**src/rtl/lc3b_types.sv**
```systemverilog
// Shared LC-3b types for the fetch slice: machine word, the per-instruction
// record carried from fetch to decode, and the fetch controller states.
package lc3b_types;

  typedef logic [15:0] lc3b_word;

  typedef struct packed {
    lc3b_word inst;
    lc3b_word pc;
    logic     pred_taken;
    lc3b_word pred_target;
  } fetch_entry_t;

  typedef enum logic {
    REQ     = 1'b0,
    DISCARD = 1'b1
  } fetch_state_t;

  // Sequential successor of a fetch PC; 16-bit wrap so FFFE goes to 0000.
  function automatic lc3b_word pc_plus2(input lc3b_word pc);
    return pc + 16'd2;
  endfunction

endpackage

```
**src/rtl/fetch_queue.sv**
```systemverilog
// Circular FIFO of fetch_entry_t between fetch and decode. Full/empty come
// from an explicit occupancy count; clear empties the queue in one edge.
// The head output reads as all-zero whenever the queue is empty.
module fetch_queue
  import lc3b_types::*;
#(
  parameter int DEPTH = 4,
  parameter int CW    = $clog2(DEPTH) + 1
) (
  input  logic          clk,
  input  logic          rst,
  input  logic          clear,
  input  logic          enq,
  input  fetch_entry_t  enq_data,
  input  logic          deq,
  output logic [CW-1:0] count,
  output logic          valid,
  output fetch_entry_t  head
);

  localparam int PW = $clog2(DEPTH);

  fetch_entry_t  mem [DEPTH];
  logic [PW-1:0] head_ptr;
  logic [PW-1:0] tail_ptr;

  // Pointer and occupancy bookkeeping; clear and reset both drop every entry.
  always_ff @(posedge clk) begin
    if (rst || clear) begin
      head_ptr <= '0;
      tail_ptr <= '0;
      count    <= '0;
    end else begin
      if (enq) tail_ptr <= tail_ptr + 1'b1;
      if (deq) head_ptr <= head_ptr + 1'b1;
      case ({enq, deq})
        2'b10:   count <= count + 1'b1;
        2'b01:   count <= count - 1'b1;
        default: count <= count;
      endcase
    end
  end

  // Entry storage; contents are meaningless until counted, so no reset needed.
  always_ff @(posedge clk) begin
    if (enq && !clear && !rst) mem[tail_ptr] <= enq_data;
  end

  assign valid = (count != '0);
  assign head  = valid ? mem[head_ptr] : '0;

endmodule

```
**src/rtl/fetch_unit.sv**
```systemverilog
// Instruction fetch stage: owns the fetch PC, looks it up in the BTB, runs
// the I-cache read handshake and buffers fetched words for decode.
// A flush that lands while a read is in flight parks the controller in
// DISCARD so the stale response is swallowed at its original address.
// Optional feature: define FETCH_BTB_EN to follow BTB predictions; without
// it the PC always advances by 2 and nothing is ever predicted taken.
module fetch_unit
  import lc3b_types::*;
#(
  parameter int       QUEUE_DEPTH = 4,
  parameter lc3b_word RESET_PC    = 16'h0000
) (
  input  logic     clk,
  input  logic     rst,
  output lc3b_word icache_address,
  output logic     icache_read,
  input  lc3b_word icache_rdata,
  input  logic     icache_resp,
  output lc3b_word btb_pc,
  input  logic     btb_hit,
  input  lc3b_word btb_bta,
  input  logic     flush,
  input  lc3b_word flush_pc,
  input  logic     inst_deq,
  output logic     inst_valid,
  output lc3b_word inst,
  output lc3b_word inst_pc,
  output logic     inst_pred_taken,
  output lc3b_word inst_pred_target
);

  localparam int            CW         = $clog2(QUEUE_DEPTH) + 1;
  localparam logic [CW-1:0] FULL_COUNT = CW'(QUEUE_DEPTH);

  fetch_state_t  state;
  lc3b_word      pc;
  lc3b_word      held_addr;
  lc3b_word      next_pc;
  logic          pred_hit;
  logic [CW-1:0] count;
  logic          enq;
  logic          deq;
  fetch_entry_t  enq_entry;
  fetch_entry_t  head;

`ifdef FETCH_BTB_EN
  assign pred_hit = btb_hit;
  assign next_pc  = btb_hit ? btb_bta : pc_plus2(pc);
`else
  logic unused_btb;
  assign unused_btb = btb_hit ^ (^btb_bta);
  assign pred_hit   = 1'b0;
  assign next_pc    = pc_plus2(pc);
`endif

  assign btb_pc         = pc;
  assign icache_read    = (state == DISCARD) || (count < FULL_COUNT);
  assign icache_address = (state == DISCARD) ? held_addr : pc;

  assign enq = (state == REQ) && icache_read && icache_resp && !flush;
  assign deq = inst_deq && inst_valid && !flush;

  assign enq_entry.inst        = icache_rdata;
  assign enq_entry.pc          = pc;
  assign enq_entry.pred_taken  = pred_hit;
  assign enq_entry.pred_target = next_pc;

  // Fetch controller: advance the PC on each response, redirect on flush and
  // remember the in-flight address when a flush orphans an outstanding read.
  always_ff @(posedge clk) begin
    if (rst) begin
      state     <= REQ;
      pc        <= RESET_PC;
      held_addr <= RESET_PC;
    end else begin
      case (state)
        REQ: begin
          if (flush) begin
            pc <= flush_pc;
            if (icache_read && !icache_resp) begin
              state     <= DISCARD;
              held_addr <= pc;
            end
          end else if (icache_read && icache_resp) begin
            pc <= next_pc;
          end
        end
        DISCARD: begin
          if (flush) pc <= flush_pc;
          if (icache_resp) state <= REQ;
        end
        default: state <= REQ;
      endcase
    end
  end

  fetch_queue #(
    .DEPTH (QUEUE_DEPTH),
    .CW    (CW)
  ) u_queue (
    .clk      (clk),
    .rst      (rst),
    .clear    (flush),
    .enq      (enq),
    .enq_data (enq_entry),
    .deq      (deq),
    .count    (count),
    .valid    (inst_valid),
    .head     (head)
  );

  assign inst             = head.inst;
  assign inst_pc          = head.pc;
  assign inst_pred_taken  = head.pred_taken;
  assign inst_pred_target = head.pred_target;

endmodule
```
**config.mk**
```make
export PLATFORM = sky130hd
export DESIGN_NAME = fetch_unit
export DESIGN_NICKNAME = d
export VERILOG_FILES = /design/src/rtl/lc3b_types.sv /design/src/rtl/fetch_queue.sv /design/src/rtl/fetch_unit.sv
export SDC_FILE = /design/constraint.sdc
export NUM_CORES = 1
export LEC_CHECK = 0
export CORE_AREA = 5 5 171 173
export CTS_CLUSTER_SIZE = 8
export DETAILED_ROUTE_END_ITERATION = 10
export DIE_AREA = 0 0 176 178
export PLACE_DENSITY_LB_ADDON = 0.2
export SLEW_MARGIN = 20
export SYNTH_ARGS = -nofsm -noshare
export SYNTH_HDL_FRONTEND = slang
export SYNTH_SLANG_ARGS = --single-unit
```
**constraint.sdc**
```tcl
create_clock -name clk -period 7.81 [get_ports clk]
set_input_delay 0.781 -clock clk [delete_from_list [all_inputs] [get_ports clk]]
set_output_delay 0.781 -clock clk [all_outputs]
set_load 0.005 [all_outputs]
```
**After elaboration in Yosys (flattened, before gate mapping)**

Memory sizes are Yosys's and may differ from the RTL's. A register that Yosys moved wholly into a read port is not among the register bits.
Cells that the tools add are included.
Widths: inputs -> output; s select.

- Memory bits (writable): 192
- Bits in registers: 40
- Logic and storage cells: 51
- Input port bits: 54
- Output and inout port bits: 83
- Memories: 1

Memories:

| memory | depth | width | read ports | clocked after memory_dff | wr ports | line | text |
|---|---|---|---|---|---|---|---|
| u_queue.mem | 4 | 48 | 1 | 1 | 1 | fetch_queue.sv:23 | `fetch_entry_t mem [DEPTH];` |

- Mux-type cells: 15
- $add $sub $neg: 5
- Order comparisons: 1
- Reduce and logical (&&, ||, !) cells: 18
- Eq/ne operators: 4
- Bitwise operators: 1

Operators by type and width:

| kind | number |
|---|---|
| $mux 16 | 4 |
| $mux 49 | 1 |
| $pmux 16 s2 | 1 |
| $add 16x2->16 const B | 1 |
| $logic_and 1x1->1 | 9 |
| $pmux 3 s2 | 1 |
| $mux 1 | 5 |
| $add 2x1->2 const B | 2 |
| $mux 2 | 2 |
| $add 3x1->3 const B | 1 |
| $logic_not 1->1 | 3 |
| $lt 3x3->1 const B | 1 |
| $ne 3x2->1 const B | 1 |
| $reduce_and 3->1 | 1 |
| $reduce_bool 3->1 | 1 |
| $sub 3x1->3 const B | 1 |
| $eq 2x1->1 const B | 1 |
| $eq 2x2->1 const B | 1 |
| $logic_or 1x1->1 | 2 |
| $ne 2x2->1 const B | 1 |
| $pmux 1 s2 | 1 |
| $reduce_and 2->1 | 1 |
| $reduce_bool 2->1 | 1 |
| $not 1->1 | 1 |

**Logic depth before layout (Yosys ltp)**

- Depth in word-level cells: 9
- Depth in mapped cells: 9
- Mapped depth without buffers: 8

**Cells and area by module**

Synthesis repeated with hierarchy kept, for this count alone.

- Cells, all modules: 615
- Area, all modules: 9,813.2 µm²

Modules (own cells, without submodules):

| module | seq. area each (µm²) | area an instance (µm²) | cells an instance | times used |
|---|---|---|---|---|
| fetch_queue | 6,065.8 | 7,833.8 | 359 | 1 |
| fetch_unit | 660.6 | 1,979.4 | 256 | 1 |

**Worst setup path after synthesis**

Ideal clock, no wire load.

- Kind: input port to flip-flop
- Start point: input port icache_resp
- End point: memory u_queue.mem[0][10] (netlist bit), enable pin
- Data required time: 7.401 ns
- Arrival: 2.857 ns
- Setup time: 0.409 ns
- Slack: 4.544 ns
- Stages: 4
- Path buffers: 1
- Cells stage by stage: or3b_2 -> clkbuf_1 -> nor2_1 -> and2_1

- Word-level cells in the longest chain between the ends: 6

Ends and longest elaborated chain:

| item | line | text |
|---|---|---|
| start, declared | fetch_unit.sv:18 | `input logic icache_resp,` |
| $logic_and 1x1->1 (2 in a row) | fetch_unit.sv:60 | `assign enq = (state == REQ) && icache_read && icache_resp && !flush;` |
| $logic_and 1x1->1 (2 in a row) | fetch_queue.sv:46 | `if (enq && !clear && !rst) mem[tail_ptr] <= enq_data;` |
| $mux 1 | fetch_queue.sv:46 |  |
| $mux 1 (not written as such) | fetch_queue.sv:46 |  |
| end, declared | fetch_queue.sv:23 |  |

No other way between the ends.

==> run summary <==
synth warn - 0
placed insts - 1022
Max Buffers Root-to-Sink - 3
Cell Pwr Density - 236 mW/mm^2
DR WL/cell - 20.7 microns
CP top delay family - buffers and inverters
RSZ-0062 raised after global routing - false
slowest CP cell - dfxtp_4
drt drc - 0
element type at the critical path start - flip-flop
Overall Power - 2820 uW
Die X - 176 microns
Post-Synthesis Cells - 589
largest family of logic cells by synthesized area - multiplexers
CP Class - flip-flop to output pin
Min Clock Period, post-route - 3.40 ns
register area share after synthesis - 0.688
WP data required - 7.03 ns
row count - 61
clk slew on worst S/H paths - 0.05 ns
P&R area growth vs syn - 26.4%
Max Cap Violations - 0
worst slew pin tran - 0.806 ns
status - completed
Most used DFF post-synth - edfxtp_1
ANT cells - 0
Post-synth EDFFs - 188
Port Buf Inserts - 118
Global Route Usage Sum - 0.144
final WL - 22200 microns
Async SR Flop Fraction - 0
LEAKAGE - 0.00373 uW
Post-Synth Adder-Cell Area - 0.0101
Compound-Gate Fraction of Synth Area - 0.0341
Yosys cell types - 50
number of global-route vias before repair - 5889
Fill cells - 2473
Design Area, Final - 0.0119 sq mm
CTS buffer count - 34
Area after DPL - 0.0110 sq mm
antenna violations before repair - 0
Post-CTS Hold Fix Bufs - 0
Overflow after GRT - 0
Yosys reg bits - 230
CTS root buf - clkbuf_16
peak supply drop - 127 uV
Mean Syn Cell Area - 16.0 sq um
worst path arrival time - 2.62 ns
simple-gate area share of the yosys netlist - 0.0959
Top Ports - 137
CTS tree - yes
remaining antenna violation count after routing - 0
largest net degree at the start of global routing - 51
crit share post-route - 0.436
Fin. Hold Viols - 0
core area - 0.0275 sq mm
H-tree levels - 2
post-CTS sizing - 0
worst skew pair latency - 0.49 ns
postcts setup bufs - 0
HP Class - flip-flop to flip-flop
Total Die Area - 0.0313 sq mm
number of DRC markers in iteration 0 - 381
GPL Wtd Cong - 0.747
critical path, cell by cell - buf_16 -> mux4_2 -> nor2b_1 -> clkdlybuf4s50_1
Syn Nets - 650
xor and xnor fraction of the mapped netlist area - 0.0195
final setup TNS - 0 ns
peak fanout along the critical path - 33
final core area utilization - 0.434
first drt pass iteration count - 5
initial core utilization - 0.343
CP Buf/Inv Count - 2
share of post-route cells with drive strength above 1 - 0.173
Non-Filler Instances - 1073
Num Clock Sinks - 230
first-pass GRT wire length - 34300 microns
Die Height - 178 microns
via total after detailed routing - 5453
f_max - 294 MHz
Rel. slew slack - 0.461
highest cell delay on the worst timing path - 0.58 ns
mux contribution to synthesized area - 0.130
final setup fails - 0
Via density - 5.08
Synth Cell Area - 0.00943 sq mm
number of max-slew violations in the final report - 0
Final HPWL DP - 13000 microns
Crit. End Element - output pin
Clock Skews - 0.0212 ns
Layout Nets - 774
==> cell usage in the layout, fill, tap and decap left out, types with 6 or more instances in the layout <==
cell / n
clkbuf_16: 35
a21oi_1: 27
clkbuf_1: 13
xor2_1: 7
nor4_1: 6
edfxtp_1: 188
mux4_2: 47
inv_1: 10
mux2_2: 13
nor2b_1: 49
o21ai_0: 11
ha_1: 6
nand2_1: 46
nor2_1: 21
clkdlybuf4s50_1: 118
buf_4: 8
dfxtp_1: 39
xnor2_1: 14
==> flip-flops by register name, summed over array words and instances (netlist names), named ones only <==
signal and flops:
u_queue.mem 188, btb_pc 16, held_addr 16, u_queue.count 3, u_queue.head_ptr 2, u_queue.tail_ptr 2, state 1
==> stage by stage <==
stage                     setup slack [ns]  hold slack (ns)
after floorplan                       4.54            0.433
after global placement                4.03            0.439
after detailed placement              3.97            0.447
after CTS                             4.05            0.454
after global routing                  4.22            0.475
final                                 4.41            0.450
==> routing by layer <==
metal | global-route usage | share of wire | vias up | routed length [microns]
li1 | - | - | 2470 | -
met1 | 0.188 | 0.44 | 2766 | 9780
met2 | 0.237 | 0.48 | 186 | 10600
met3 | 0.0331 | 0.054 | 31 | 1190
met4 | 0.0491 | 0.025 | 0 | 558
met5 | 0 | 0 | - | 0
==> worst min-delay path, cell delays in order, from the launching register on <==
cell and delay [ns]:
dfxtp_1 0.30, nand2_1 0.05, a21oi_1 0.05
==> area by class of cell <==
| class | count | area [sq um] | area share |
|---|---|---|---|
| clock buffers | 48 | 925 | 0.0776 |
| multi-input cells | 309 | 2750 | 0.231 |
| well taps | 346 | 433 | 0.0363 |
| flip-flops and latches | 230 | 6490 | 0.545 |
| clock inverters | 2 | 12.5 | 0.00105 |
| inverters | 11 | 41.3 | 0.00346 |
| repair buffers | 127 | 1270 | 0.106 |
==> Yosys cell counts (5+ instances only) <==
cell / n / area (sq um)
mux2_2: 13 / 146
dfxtp_1: 42 / 841
nand2_1: 46 / 173
edfxtp_1: 188 / 5650
ha_1: 6 / 75.1
xnor2_1: 14 / 123
mux4_2: 47 / 1060
inv_1: 10 / 37.5
and2_1: 6 / 37.5
o21ai_0: 11 / 55.1
buf_2: 9 / 45.0
a21oi_1: 27 / 135
xor2_1: 7 / 61.3
nor4_1: 7 / 43.8
clkbuf_1: 24 / 90.1
nand3_1: 5 / 25.0
nor2b_1: 49 / 307
nor2_1: 21 / 78.8
==> path summary, 6_finish.rpt <==
kind	from	endpoint	slack, ns	depth (start not counted)
max	flip-flop	inst_pc[11]	4.41	4
min reg2reg	held_addr[2]$_SDFFE_PP0P_	held_addr[2]$_SDFFE_PP0P_	0.45	2
min	held_addr[2]$_SDFFE_PP0P_	held_addr[2]$_SDFFE_PP0P_	0.45	2
max reg2reg	state$_SDFF_PP0_	u_queue.mem[0][36]$_DFFE_PP_	4.95	4
==> cell families after synthesis <==
logic type,Yosys count
adders and majority gates,7
xor gates and xnor gates,21
and+or+nand+nor,164
other,1
DFF,230
AOI/OAI and AO/OA,54
muxes,62
buffers and inverters,50
==> report_power, final <==
group	switching, uW	total (uW)	internal (uW)
clock	475	1280	809
combinational	70.5	151	80.3
sequential	29.1	1380	1350
(Power assumes the default switching activity.)
